**src/rtl/ibex_mem_arbiter.sv**
```systemverilog
// Round-robin arbiter sharing one 1-cycle single-port RAM between the
// Ibex fetch and data ports, with an address-window check and error response.
module ibex_mem_arbiter #(
  parameter logic [31:0] AddrBase = 32'h8000_0000,
  parameter logic [31:0] AddrMask = 32'h0000_FFFF
) (
  input  logic        clk_i,
  input  logic        rst_ni,
  input  logic        instr_req_i,
  input  logic [31:0] instr_addr_i,
  output logic        instr_gnt_o,
  output logic        instr_rvalid_o,
  output logic [31:0] instr_rdata_o,
  output logic        instr_err_o,
  input  logic        data_req_i,
  input  logic        data_we_i,
  input  logic [3:0]  data_be_i,
  input  logic [31:0] data_addr_i,
  input  logic [31:0] data_wdata_i,
  output logic        data_gnt_o,
  output logic        data_rvalid_o,
  output logic [31:0] data_rdata_o,
  output logic        data_err_o,
  output logic        ram_req_o,
  output logic        ram_we_o,
  output logic [3:0]  ram_be_o,
  output logic [31:0] ram_addr_o,
  output logic [31:0] ram_wdata_o,
  input  logic [31:0] ram_rdata_i,
  output logic [15:0] conflict_cnt_o
);

  logic        rr_q, rr_d;
  logic        resp_valid_q, resp_valid_d;
  logic        resp_host_q, resp_host_d;
  logic        resp_err_q, resp_err_d;
  logic [15:0] cnt_q, cnt_d;

  logic        gnt_i, gnt_d, any_gnt, both;
  logic        in_range;
  logic [31:0] sel_addr;

  always_comb begin
    both     = instr_req_i && data_req_i;
    // rr_q = 1 gives the fetch port priority under contention
    gnt_i    = rst_ni && instr_req_i && (!data_req_i || rr_q);
    gnt_d    = rst_ni && data_req_i && (!instr_req_i || !rr_q);
    any_gnt  = gnt_i || gnt_d;
    sel_addr = gnt_d ? data_addr_i : instr_addr_i;
    in_range = (sel_addr >= AddrBase) &&
               (sel_addr <= AddrBase + AddrMask);
  end

  always_comb begin
    ram_req_o   = 1'b0;
    ram_we_o    = 1'b0;
    ram_be_o    = 4'h0;
    ram_addr_o  = 32'h0;
    ram_wdata_o = 32'h0;
    if (any_gnt && in_range) begin
      ram_req_o  = 1'b1;
      ram_addr_o = sel_addr - AddrBase;
      unique case (1'b1)
        gnt_d: begin
          ram_we_o    = data_we_i;
          ram_be_o    = data_be_i;
          ram_wdata_o = data_wdata_i;
        end
        gnt_i: begin
          ram_be_o = 4'hF;
        end
        default: ;
      endcase
    end
  end

  always_comb begin
    rr_d         = rr_q;
    resp_valid_d = any_gnt;
    resp_host_d  = gnt_d;
    resp_err_d   = any_gnt && !in_range;
    cnt_d        = cnt_q;
    if (both) begin
      rr_d = gnt_d;
      if (cnt_q != 16'hFFFF) cnt_d = cnt_q + 16'd1;
    end
  end

  always_ff @(posedge clk_i or negedge rst_ni) begin
    if (!rst_ni) begin
      rr_q         <= 1'b0;
      resp_valid_q <= 1'b0;
      resp_host_q  <= 1'b0;
      resp_err_q   <= 1'b0;
      cnt_q        <= 16'h0;
    end else begin
      rr_q         <= rr_d;
      resp_valid_q <= resp_valid_d;
      resp_host_q  <= resp_host_d;
      resp_err_q   <= resp_err_d;
      cnt_q        <= cnt_d;
    end
  end

  logic [31:0] rdata;

  always_comb begin
    rdata          = resp_err_q ? 32'h0 : ram_rdata_i;
    instr_gnt_o    = gnt_i;
    data_gnt_o     = gnt_d;
    instr_rvalid_o = resp_valid_q && !resp_host_q;
    data_rvalid_o  = resp_valid_q && resp_host_q;
    instr_err_o    = instr_rvalid_o && resp_err_q;
    data_err_o     = data_rvalid_o && resp_err_q;
    instr_rdata_o  = instr_rvalid_o ? rdata : 32'h0;
    data_rdata_o   = data_rvalid_o ? rdata : 32'h0;
    conflict_cnt_o = cnt_q;
  end

endmodule
```
**config.mk**
```make
export PLATFORM = sky130hd
export DESIGN_NAME = ibex_mem_arbiter
export DESIGN_NICKNAME = d
export VERILOG_FILES = /design/src/rtl/ibex_mem_arbiter.sv
export SDC_FILE = /design/constraint.sdc
export NUM_CORES = 1
export LEC_CHECK = 0
export ABC_CLOCK_PERIOD_IN_PS = 2200
export BUFFER_PORTS_ARGS = -buffer_cell sky130_fd_sc_hd__buf_2
export CORE_AREA = 2 2 112 114
export DETAILED_ROUTE_END_ITERATION = 8
export DIE_AREA = 0 0 114 116
export PLACE_DENSITY = 0.5
export SLEW_MARGIN = 15
export SYNTH_ARGS = -nofsm -noshare
export SYNTH_HDL_FRONTEND = slang
export SYNTH_SLANG_ARGS = --single-unit
```
**constraint.sdc**
```tcl
create_clock -name clk_i -period 2.2 [get_ports clk_i]
set_input_delay 0.44 -clock clk_i [delete_from_list [all_inputs] [get_ports clk_i]]
set_output_delay 0.44 -clock clk_i [all_outputs]
set_load 0.02 [all_outputs]
```
## Word-level counts from Yosys, hierarchy flattened

Cells that the tools add are included.

- Mux-type cells: 12
- Magnitude comparators: 2
- Div/mod/pow operators: 0
- Bitwise logic cells: 0
- Equal/unequal tests: 1
- Reductions and logical operators: 21
- Shift-type cells: 0
- Multipliers: 0
- Add/subtract/negate cells: 2

Operator list:

| cell | number |
|---|---|
| two-way mux 32 bit | 7 |
| >= comparator 32 bit (second input constant) | 1 |
| less-or-equal comparator 32 bit (second input constant) | 1 |
| subtractor 32 bit (second input constant) | 1 |
| adder 16 x 1 -> 16 bit (second input constant) | 1 |
| != test 16 bit (second input constant) | 1 |
| logical AND 1 bit | 12 |
| one-hot mux 4 bit (2 select lines) | 1 |
| zero test 1 bit | 5 |
| two-way mux 4 bit | 1 |
| logical OR 1 bit | 3 |
| two-way mux 1 bit | 3 |
| AND reduction 2 bit | 1 |

- Bits in latches: 0
- Memory bits (read-only): 0
- Bits in registers: 20
- Bits in writable memories: 0
- Input port bits: 137
- Memories: 0
- Logic and storage cells: 43

## Logic depth before layout (Yosys ltp)

Gate-level depths: netlist of the first run.

- Depth after elaboration: 8
- Mapped depth: 6

## Least setup slack after synthesis of the first run

OpenSTA, ideal clock, no wires.

- Path type: input -> output
- Start point: input data_addr_i[27]
- End point: output ram_be_o[3]
- Buffers on the path: 0
- Stages: 3
- Setup slack: -0.103 ns
- Arrival: 1.863 ns
- Cell sequence: or4_1 -> o31a_1 -> nor3_1

- Word-level cells in the longest chain between the ends: 5
- Elaborated cells between the ends (all ways): 6

Ends and longest elaborated chain:

| element | line | RTL |
|---|---|---|
| start, declared | 18 | `input logic [31:0] data_addr_i,` |
| two-way mux 32 bit * | 49 | `sel_addr = gnt_d ? data_addr_i : instr_addr_i;` |
| >= comparator 32 bit or less-or-equal comparator 32 bit (tied branches) | 50, 51 |  |
| logical AND 1 bit * | 50 | `in_range = (sel_addr >= AddrBase) &&` |
| logical AND 1 bit * | 60 | `if (any_gnt && in_range) begin` |
| two-way mux 4 bit * | 60 |  |
| end, declared | 26 | `output logic [3:0] ram_be_o,` |

Every way passes the cells marked *; elsewhere a longest branch is shown, timed or not.

## Final worst setup path of the first run

- Start point: input data_addr_i[26]
- End point: output ram_be_o[2]

Same word-level chain as after synthesis.

==> results of run 1 <==
repair_timing:
item                                    4_1_cts  5_1_grt
resized for setup                            92       10
pin swaps                                     0        0
endpoints found under the setup margin       54       54
cell usage in the layout, fill, tap and decap left out, types with 2 or more instances in the layout:
cell / count
nor2_1: 75
o211ai_1: 4
and4_1: 2
nand4_1: 8
inv_1: 4
xnor2_1: 9
or4_4: 2
nor3_2: 19
mux2i_1: 16
buf_4: 35
mux2_2: 2
and2_2: 27
nor4_1: 2
a21oi_1: 4
and3_1: 4
dfrtp_1: 20
nand3_1: 7
conb_1: 16
nand2_1: 40
buf_12: 2
xor2_1: 2
nor4_2: 3
and2_4: 4
clkbuf_16: 3
nor3_4: 2
buf_2: 221
o21a_1: 4
o21ai_0: 2
and2_1: 5
buf_6: 35
worst paths after layout:
kind	endpoint	slack, ns	cells after the start
min in group clk_i	conflict_cnt_o[12]$_DFFE_PN0P_	0.51	1
worst min-delay path	conflict_cnt_o[15]$_DFFE_PN0P_	0.19	2
worst max-delay path	ram_be_o[2]	-0.17	6
max in group asynchronous	resp_err_q$_DFF_PN0_	1.78	2
worst max register to register	conflict_cnt_o[1]$_DFFE_PN0P_	0.31	5
worst min register to register	conflict_cnt_o[12]$_DFFE_PN0P_	0.51	1
cells by family (layout without fill, tap and decap cells):
kind of cell             count (synthesis)  after routing  synth area share (%)
AO/OA/AOI/OAI                           20             20                  5.90
XOR/XNOR                                11             11                  4.20
adder cells (fa/ha/maj)                  1              1                 0.546
buffers and inverters                   41            302                  11.5
flip-flops                              20             20                  21.8
multiplexers                            18             18                  7.97
other                                    1             16                 0.164
AND/OR/NAND/NOR                        207            207                  47.9
critical path, cell delays in order:
cell and delay [ns]:
buf_2 0.10, or4_4 0.54, o31a_1 0.29, buf_12 0.17, nor3_2 0.19, buf_4 0.16
power groups by stage:
stage | combinational, mW | clock, mW | sequential (mW)
final | 0.644 | 0.489 | 0.505
after global routing | 0.709 | 0.518 | 0.518
after CTS | 0.644 | 0.502 | 0.506
after detailed placement | 0.633 | 0 | 0.509
after global placement | 0.628 | 0 | 0.509
after floorplan | 0.315 | 0 | 0.561
layout make-up:
type	count	area [um^2]	share of cell area, %
timing repair buffer	293	1800	42.0
multi-input combinational	273	1690	39.2
sequential	20	500	11.6
tap	147	184	4.28
clock inverter	1	30.0	0.699
inverter	5	18.8	0.437
clock buffer	3	75.1	1.75
flip-flops by register name, summed over array words and instances (netlist names):
name / count
rr_q: 1
resp_host_q: 1
resp_valid_q: 1
conflict_cnt_o: 16
resp_err_q: 1
routing by layer:
| metal | up-vias | GRT usage (%) | part of all wire [%] |
|---|---|---|---|
| met1 | 1443 | 16.8 | 40 |
| met2 | 169 | 22.3 | 49 |
| li1 | 1582 | - | - |
| met3 | 16 | 3.87 | 9.1 |
| met5 | - | 0 | 0 |
| met4 | 0 | 4.15 | 1.7 |
metrics by stage:
step | setup WS (ns) | instances | utilization [%] | total power, mW | instance area, um^2
2_1_floorplan | -0.0984 | 334 | - | 0.876 | 2390
3_3_place_gp | -0.223 | 738 | 32.5 | 1.14 | 3870
3_5_place_dp | -0.253 | 738 | 32.5 | 1.14 | 3870
4_1_cts | -0.156 | 742 | 35.7 | 1.65 | 4250
5_1_grt | -0.221 | 742 | 36.1 | 1.74 | 4300
6_report | -0.167 | 742 | 36.1 | 1.64 | 4300
==> metrics.txt, run 1 <==
status finished with violations; failing checks setup timing; Async S/R FF share, synth 100%; top-area cell type share of the netlist area 21.8%; Hold Violations, Final 0; dpl hpwl 8320 um; share of layout cells above drive strength 1 60.5%; pwr dens 381 mW/mm^2; die span in y 116 um; CTS H-tree lvls 1; CP Data Required Time 1.76 ns; Leakage Power 2.43 nW; CTS Buf Count 3; Worst Path Arrival 1.93 ns; switching share of total power 35.7%; GRT overflow 0; FMAX 422 MHz; synthesized area 0.00229 mm^2; crit end category output pin; Psw 0.585 mW; critical path type in -> out; Worst-path clk slew 0.06 ns; r2r startpoint conflict_cnt_o[0]$_DFFE_PN0P_; GPL Wtd Cong 0.780; hold_buf cts 0; clock share of power 29.9%; antenna violations before repair 0; synth cell count leaders nor2_1 (75), nand2_1 (40), and2_1 (36); Port Buffer Count 276; largest net degree at the start of global routing 35; initial core utilization 19.2%; nets 734; post-CTS setup buffers 0; Reg power frac 30.8%; sequential area share after synthesis 21.8%; clk_lat worst skew 0.25 ns; Gate power share 39.3%; Max Clock Skew 0.00598 ns; Worst setup SP type primary input; # DRC 0; Filler cells 1239; clock tree buffer depth 2; number of flops mapped to enable cells by yosys 0; most common cell in the synthesized netlist nor2_1; number of synthesized register bits 20; top post-synthesis cells by area dfrtp_1 (22%), nor2_1 (12%), and2_1 (9.8%), nor3_2 (8.3%), mux2i_1 (7.0%); Peak VDD IR 0.386 mV; RSZ-0062 raised after global routing yes; Max Cap Viol 0; vias 3210; setup TNS -6.54 ns; first-pass GRT wire length 14300 um; Int Pwr 1.05 mW; DIE AREA 0.0132 mm^2; crit-path max FO 22; Final setup viols 54; Distinct cells, synth 40; Avg Inst Size Synth 7.19 um^2; ANT nets after route 0; number of diodes 0; DR WL/cell 14.0 um; I/O pins 293; top_reg_cell synth dfrtp_1; DRT iter0 DRCs 90; Slew Limit Fails 0; Period minus WS final 2.37 ns; CP startpoint data_addr_i[26]; Clock Sinks 20; period utilisation layout 108%; Core ar. 0.0119 mm^2; root buf cell clkbuf_16; vias per cell 4.33; Yosys Warn Count 0; HP Class in -> async; post-synth top area cell dfrtp_1; Syn Inst Count 319; die width 114 um; CTS tree done; growth of design area from synthesis to finish 87.4%; total track usage 13.4%; Initial DRT Pass Iterations 4; row count 40; worst hold slack 0.189 ns; number of global-route vias before repair 2824; wirelength, routed 10400 um; Final WS setup -0.167 ns
Note: power is estimated with default switching activity, not from simulation.
==> run 2, diff against run 1 <==
--- a/config.mk
+++ b/config.mk
@@ -11,6 +11,7 @@
 export DETAILED_ROUTE_END_ITERATION = 8
 export DIE_AREA = 0 0 114 116
 export PLACE_DENSITY = 0.5
+export RECOVER_POWER = 25
 export SLEW_MARGIN = 15
 export SYNTH_ARGS = -nofsm -noshare
 export SYNTH_HDL_FRONTEND = slang
==> metrics.txt, run 2 (synthesized netlist as in run 1, its figures left out) <==
status finished with violations; failing checks setup timing; DIE AREA 0.0132 mm^2 (unchanged); I/O pins 293 (unchanged); die span in y 116 um (unchanged); wirelength, routed 10400 um (about the same); Slew Limit Fails 0 (unchanged); Initial DRT Pass Iterations 4 (unchanged); number of global-route vias before repair 2824 (unchanged); Hold Violations, Final 0 (unchanged); FF/Latch Area 500 um^2 (unchanged); critical path type in -> out; Worst Path Arrival 1.93 ns (about the same); antenna violations before repair 0 (unchanged); vias per cell 4.33 (+0.19%); crit-path max FO 22 (unchanged); Max Cap Viol 0 (unchanged); Top Layer Used met4; initial core utilization 19.2% (unchanged); Period minus WS final 2.37 ns (-0.00134 ns); CTS Buf Count 3 (unchanged); FMAX 423 MHz (about the same); Peak VDD IR 0.380 mV (-1.5%); Port Buffer Count 276 (unchanged); Clock Sinks 20 (unchanged); GRT overflow 0 (unchanged); Core ar. 0.0119 mm^2 (unchanged); # DRC 0 (unchanged); area of the multi-input gates 0.00169 mm^2 (unchanged); GPL Wtd Cong 0.780 (unchanged); row count 40 (unchanged); HP Class in -> async; ANT nets after route 0 (unchanged); share of layout cells above drive strength 1 58.8% (-1.7 points); Max Clock Skew 0.00656 ns (+0.000578 ns); RSZ-0062 raised after global routing yes; clk_lat worst skew 0.25 ns (about the same); hold_buf cts 0 (unchanged); Final WS setup -0.166 ns (+0.00134 ns); clock tree buffer depth 2 (unchanged); total track usage 13.4% (unchanged); CTS H-tree lvls 1 (unchanged); placed insts 738 (unchanged); DRT iter0 DRCs 76 (-16%); commonest non-fill, non-tap cell in the layout buf_2; Worst-path clk slew 0.06 ns (about the same); worst hold slack 0.244 ns (+0.0550 ns); CP Data Required Time 1.76 ns (about the same); setup TNS -6.52 ns (+0.0219 ns); most frequent cells in the layout buf_2 (212), nor2_1 (75), nand2_1 (40); Detail Route met3 WL 937 um (-0.74%); dpl hpwl 8320 um (unchanged); Filler cells 1240 (+0.081%); Leakage Power 2.40 nW (-1.5%); number of diodes 0 (unchanged); die width 114 um (unchanged); root buf cell clkbuf_16; pwr dens 381 mW/mm^2 (-0.12%); met2 routed WL 5080 um (about the same); Worst setup SP type primary input; max FFs per register 16 (unchanged); dpl cell area 0.00387 mm^2 (unchanged); Design Area, Final 0.00428 mm^2 (-0.35%); crit end category output pin; Final setup viols 54 (unchanged); Met1 Wirelength 4160 um (+0.19%); largest net degree at the start of global routing 35 (unchanged); nets 734 (unchanged); Finished Layout Cells 742 (unchanged); period utilisation layout 108% (about the same); CTS tree done; growth of design area from synthesis to finish 86.8%; DR WL/cell 14.0 um (about the same); vias 3216 (+0.19%); first-pass GRT wire length 14300 um (unchanged)
run 2: cell type report:
| class | count | area share [%] |
|---|---|---|
| Clock inverter | 1 | 0.701 |
| Inverter | 5 | 0.438 |
| Multi-Input combinational cell | 273 | 39.4 |
| Timing Repair Buffer | 293 | 41.8 |
| Tap cell | 147 | 4.30 |
| Clock buffer | 3 | 1.75 |
| Sequential cell | 20 | 11.7 |
run 2: worst max-delay path, cell delays in order:
cell	delay (ns)
buf_2	0.10
or4_4	0.54
o31a_1	0.29
buf_12	0.17
nor3_2	0.19
buf_4	0.16
run 2: through the flow:
stage	power (mW)	util (%)	worst slack (ns)
detailed placement	1.14	32.5	-0.253
global placement	1.14	32.5	-0.223
CTS	1.65	35.7	-0.156
global route	1.74	35.9	-0.221
floorplan	0.876	-	-0.0984
finish	1.63	35.9	-0.166
run 2: worst paths after layout:
kind	start	to	slack, ns	cells past startpoint
max	data_addr_i[26]	ram_be_o[2]	-0.17	6
min	rst_ni	conflict_cnt_o[15]$_DFFE_PN0P_	0.24	2
max reg2reg	conflict_cnt_o[0]$_DFFE_PN0P_	conflict_cnt_o[1]$_DFFE_PN0P_	0.31	5
min reg2reg	conflict_cnt_o[12]$_DFFE_PN0P_	conflict_cnt_o[12]$_DFFE_PN0P_	0.52	1
max in group asynchronous	rst_ni	resp_err_q$_DFF_PN0_	1.72	2
min in group clk_i	conflict_cnt_o[12]$_DFFE_PN0P_	conflict_cnt_o[12]$_DFFE_PN0P_	0.52	1
run 2: timing repair:
item | in CTS | in global routing
buffers inserted | 0 | 0
pin swaps | 0 | 0
setup endpoints to repair | 54 | 54
gates resized for setup | 92 | 10
run 2: where the power goes:
group	switching (mW)	total, mW	leakage [nW]	internal, mW
combinational	0.377	0.635	2.08	0.258
clock	0.130	0.490	0.0511	0.360
sequential	0.0793	0.506	0.262	0.426
run 2: layer usage:
| metal | GRT usage, % | up-vias |
|---|---|---|
| met4 | 4.15 | 0 |
| met3 | 3.87 | 16 |
| met2 | 22.3 | 168 |
| met1 | 16.8 | 1449 |
| li1 | - | 1583 |
| met5 | 0 | - |
==> run 3, diff against run 2 <==
==> constraint.sdc (replaced) <==
create_clock -name clk_i -period 2.2 [get_ports clk_i]
set_input_delay 0.33 -clock clk_i [delete_from_list [all_inputs] [get_ports clk_i]]
set_output_delay 0.33 -clock clk_i [all_outputs]
set_load 0.02 [all_outputs]
==> metrics.txt, run 3 (synthesized netlist as in run 1, its figures left out) <==
status finished with violations; failing checks setup timing; final core utilization 38.5% (+2.6 points); DIE AREA 0.0132 mm^2 (unchanged); CTS tree done; die width 114 um (unchanged); crit end category output pin; first-pass GRT wire length 14400 um (+0.68%); CTS H-tree lvls 1 (unchanged); Period minus WS final 2.30 ns (-0.0608 ns); CP Data Required Time 1.87 ns (+0.11 ns); setup TNS -3.10 ns (+3.42 ns); dpl hpwl 8680 um (+4.3%); FMAX 434 MHz (+2.6%); Design Area, Final 0.00459 mm^2 (+7.1%); GPL Wtd Cong 0.793 (+1.7%); die span in y 116 um (unchanged); DR WL/cell 15.3 um (+9.4%); CP startpoint data_addr_i[22]; HP Class in -> async; critical path type in -> out; Max Cap Viol 0 (unchanged); Worst Path Arrival 1.97 ns (+0.04 ns); period utilisation layout 105% (-2.8 points); Peak VDD IR 0.435 mV (+14%); row count 40 (unchanged); vias 3291 (+2.3%); clk_lat worst skew 0.25 ns (about the same); Worst-path clk slew 0.06 ns (about the same); root buf cell clkbuf_16; share of layout cells above drive strength 1 59.2% (+0.35 points); max FFs per register 16 (unchanged); hold_buf cts 0 (unchanged); number of diodes 0 (unchanged); placed insts 740 (+0.27%); wirelength, routed 11500 um (+11%); Max Clock Skew 0.00347 ns (-0.00309 ns); Reg2Reg Depth 5 (unchanged); Core ar. 0.0119 mm^2 (unchanged); Leakage Power 2.62 nW (+9.2%); crit-path max FO 8 (-64%); initial core utilization 19.2% (unchanged); Slew Limit Fails 0 (unchanged); reg-to-reg setup timing slack 0.37 ns (+0.06 ns); worst hold slack 0.127 ns (-0.117 ns); most frequent cells in the layout buf_2 (212), nor2_1 (75), buf_6 (53); Hold Violations, Final 0 (unchanged); commonest non-fill, non-tap cell in the layout buf_2; pwr dens 363 mW/mm^2 (-4.8%); antenna violations before repair 0 (unchanged); Clock Sinks 20 (unchanged); reg2reg end conflict_cnt_o[1]$_DFFE_PN0P_; r2r startpoint conflict_cnt_o[0]$_DFFE_PN0P_; growth of design area from synthesis to finish 100%; total track usage 13.6% (+0.22 points); largest net degree at the start of global routing 35 (unchanged); CTS Buf Count 3 (unchanged); GRT overflow 0 (unchanged); Worst setup SP type primary input; Setup crit end ram_wdata_o[9]; Initial DRT Pass Iterations 4 (unchanged); dpl cell area 0.00385 mm^2 (-0.36%); # DRC 0 (unchanged); Finished Layout Cells 752 (+1.3%); ANT nets after route 0 (unchanged); RSZ-0062 raised after global routing yes; clock tree buffer depth 2 (unchanged); number of global-route vias before repair 2841 (+0.60%); Final setup viols 41 (-24%); Final WS setup -0.105 ns (+0.0608 ns); DRT iter0 DRCs 97 (+28%); vias per cell 4.38 (+0.97%); I/O pins 293 (unchanged); nets 744 (+1.4%); Port Buffer Count 276 (unchanged)
-- run 3: cell types whose count changed in the layout (fill, tap and decap cells not counted), moves of 11 or more --
cell,previous run,this run
and2_2,27,0
nor3_2,19,6
and2_4,4,31
buf_4,33,22
buf_6,35,53
nor3_4,2,15
-- run 3: how the worst min path moves through the flow --
stage | start | endpoint | slack [ns] | cells past startpoint
floorplan | rst_ni | conflict_cnt_o[0]$_DFFE_PN0P_ | 0.03 | 0
global placement | rst_ni | conflict_cnt_o[14]$_DFFE_PN0P_ | 0.37 | 2
detailed placement | rst_ni | conflict_cnt_o[15]$_DFFE_PN0P_ | 0.37 | 2
CTS | rst_ni | conflict_cnt_o[1]$_DFFE_PN0P_ | 0.1 | 2
global route | rst_ni | conflict_cnt_o[1]$_DFFE_PN0P_ | 0.16 | 2
finish | rst_ni | conflict_cnt_o[1]$_DFFE_PN0P_ | 0.13 | 2
-- run 3: final cells by class --
| cell class | count | area, um^2 |
|---|---|---|
| Clock inverter | 1 | 30.0 |
| Clock buffer | 3 | 75.1 |
| Sequential cell | 20 | 500 |
| Tap cell | 147 | 184 |
| Timing Repair Buffer | 303 | 2000 |
| Multi-Input combinational cell | 273 | 1780 |
| Fill cell | 1205 | 7320 |
| Inverter | 5 | 20.0 |
-- run 3: worst max-delay path: stages --
cell	delay (ns)
buf_6	0.09
or4_4	0.55
buf_6	0.14
nor4_4	0.26
buf_6	0.18
clkbuf_16	0.16
and2_4	0.14
buf_6	0.12
-- run 3: power breakdown --
group	switching (mW)	total (mW)	internal (mW)
combinational	0.387	0.653	0.266
clock	0.140	0.501	0.361
sequential	0.0831	0.509	0.426
total	0.610	1.66	1.05
-- run 3: metal layers --
layer	track usage [%]	up-vias	share of wire (%)
met5	0	-	0
met4	3.25	0	0.96
met3	2.46	8	7.6
met2	23.8	169	51
met1	17.5	1503	41
li1	-	1611	-
-- run 3: what timing repair did --
item / 4_1_cts / 5_1_grt
gates cloned: 0 / 4
buffers inserted: 0 / 4
gates resized for setup: 89 / 68
pin swaps: 3 / 48
endpoints found under the setup margin: 68 / 52
-- run 3: stage by stage --
step           setup slack, ns  total power [mW]
3_5_place_dp           -0.0497              1.15
4_1_cts                -0.0491              1.66
5_1_grt                 -0.143              1.75
2_1_floorplan            0.108             0.876
3_3_place_gp           -0.0463              1.14
6_report                -0.105              1.66
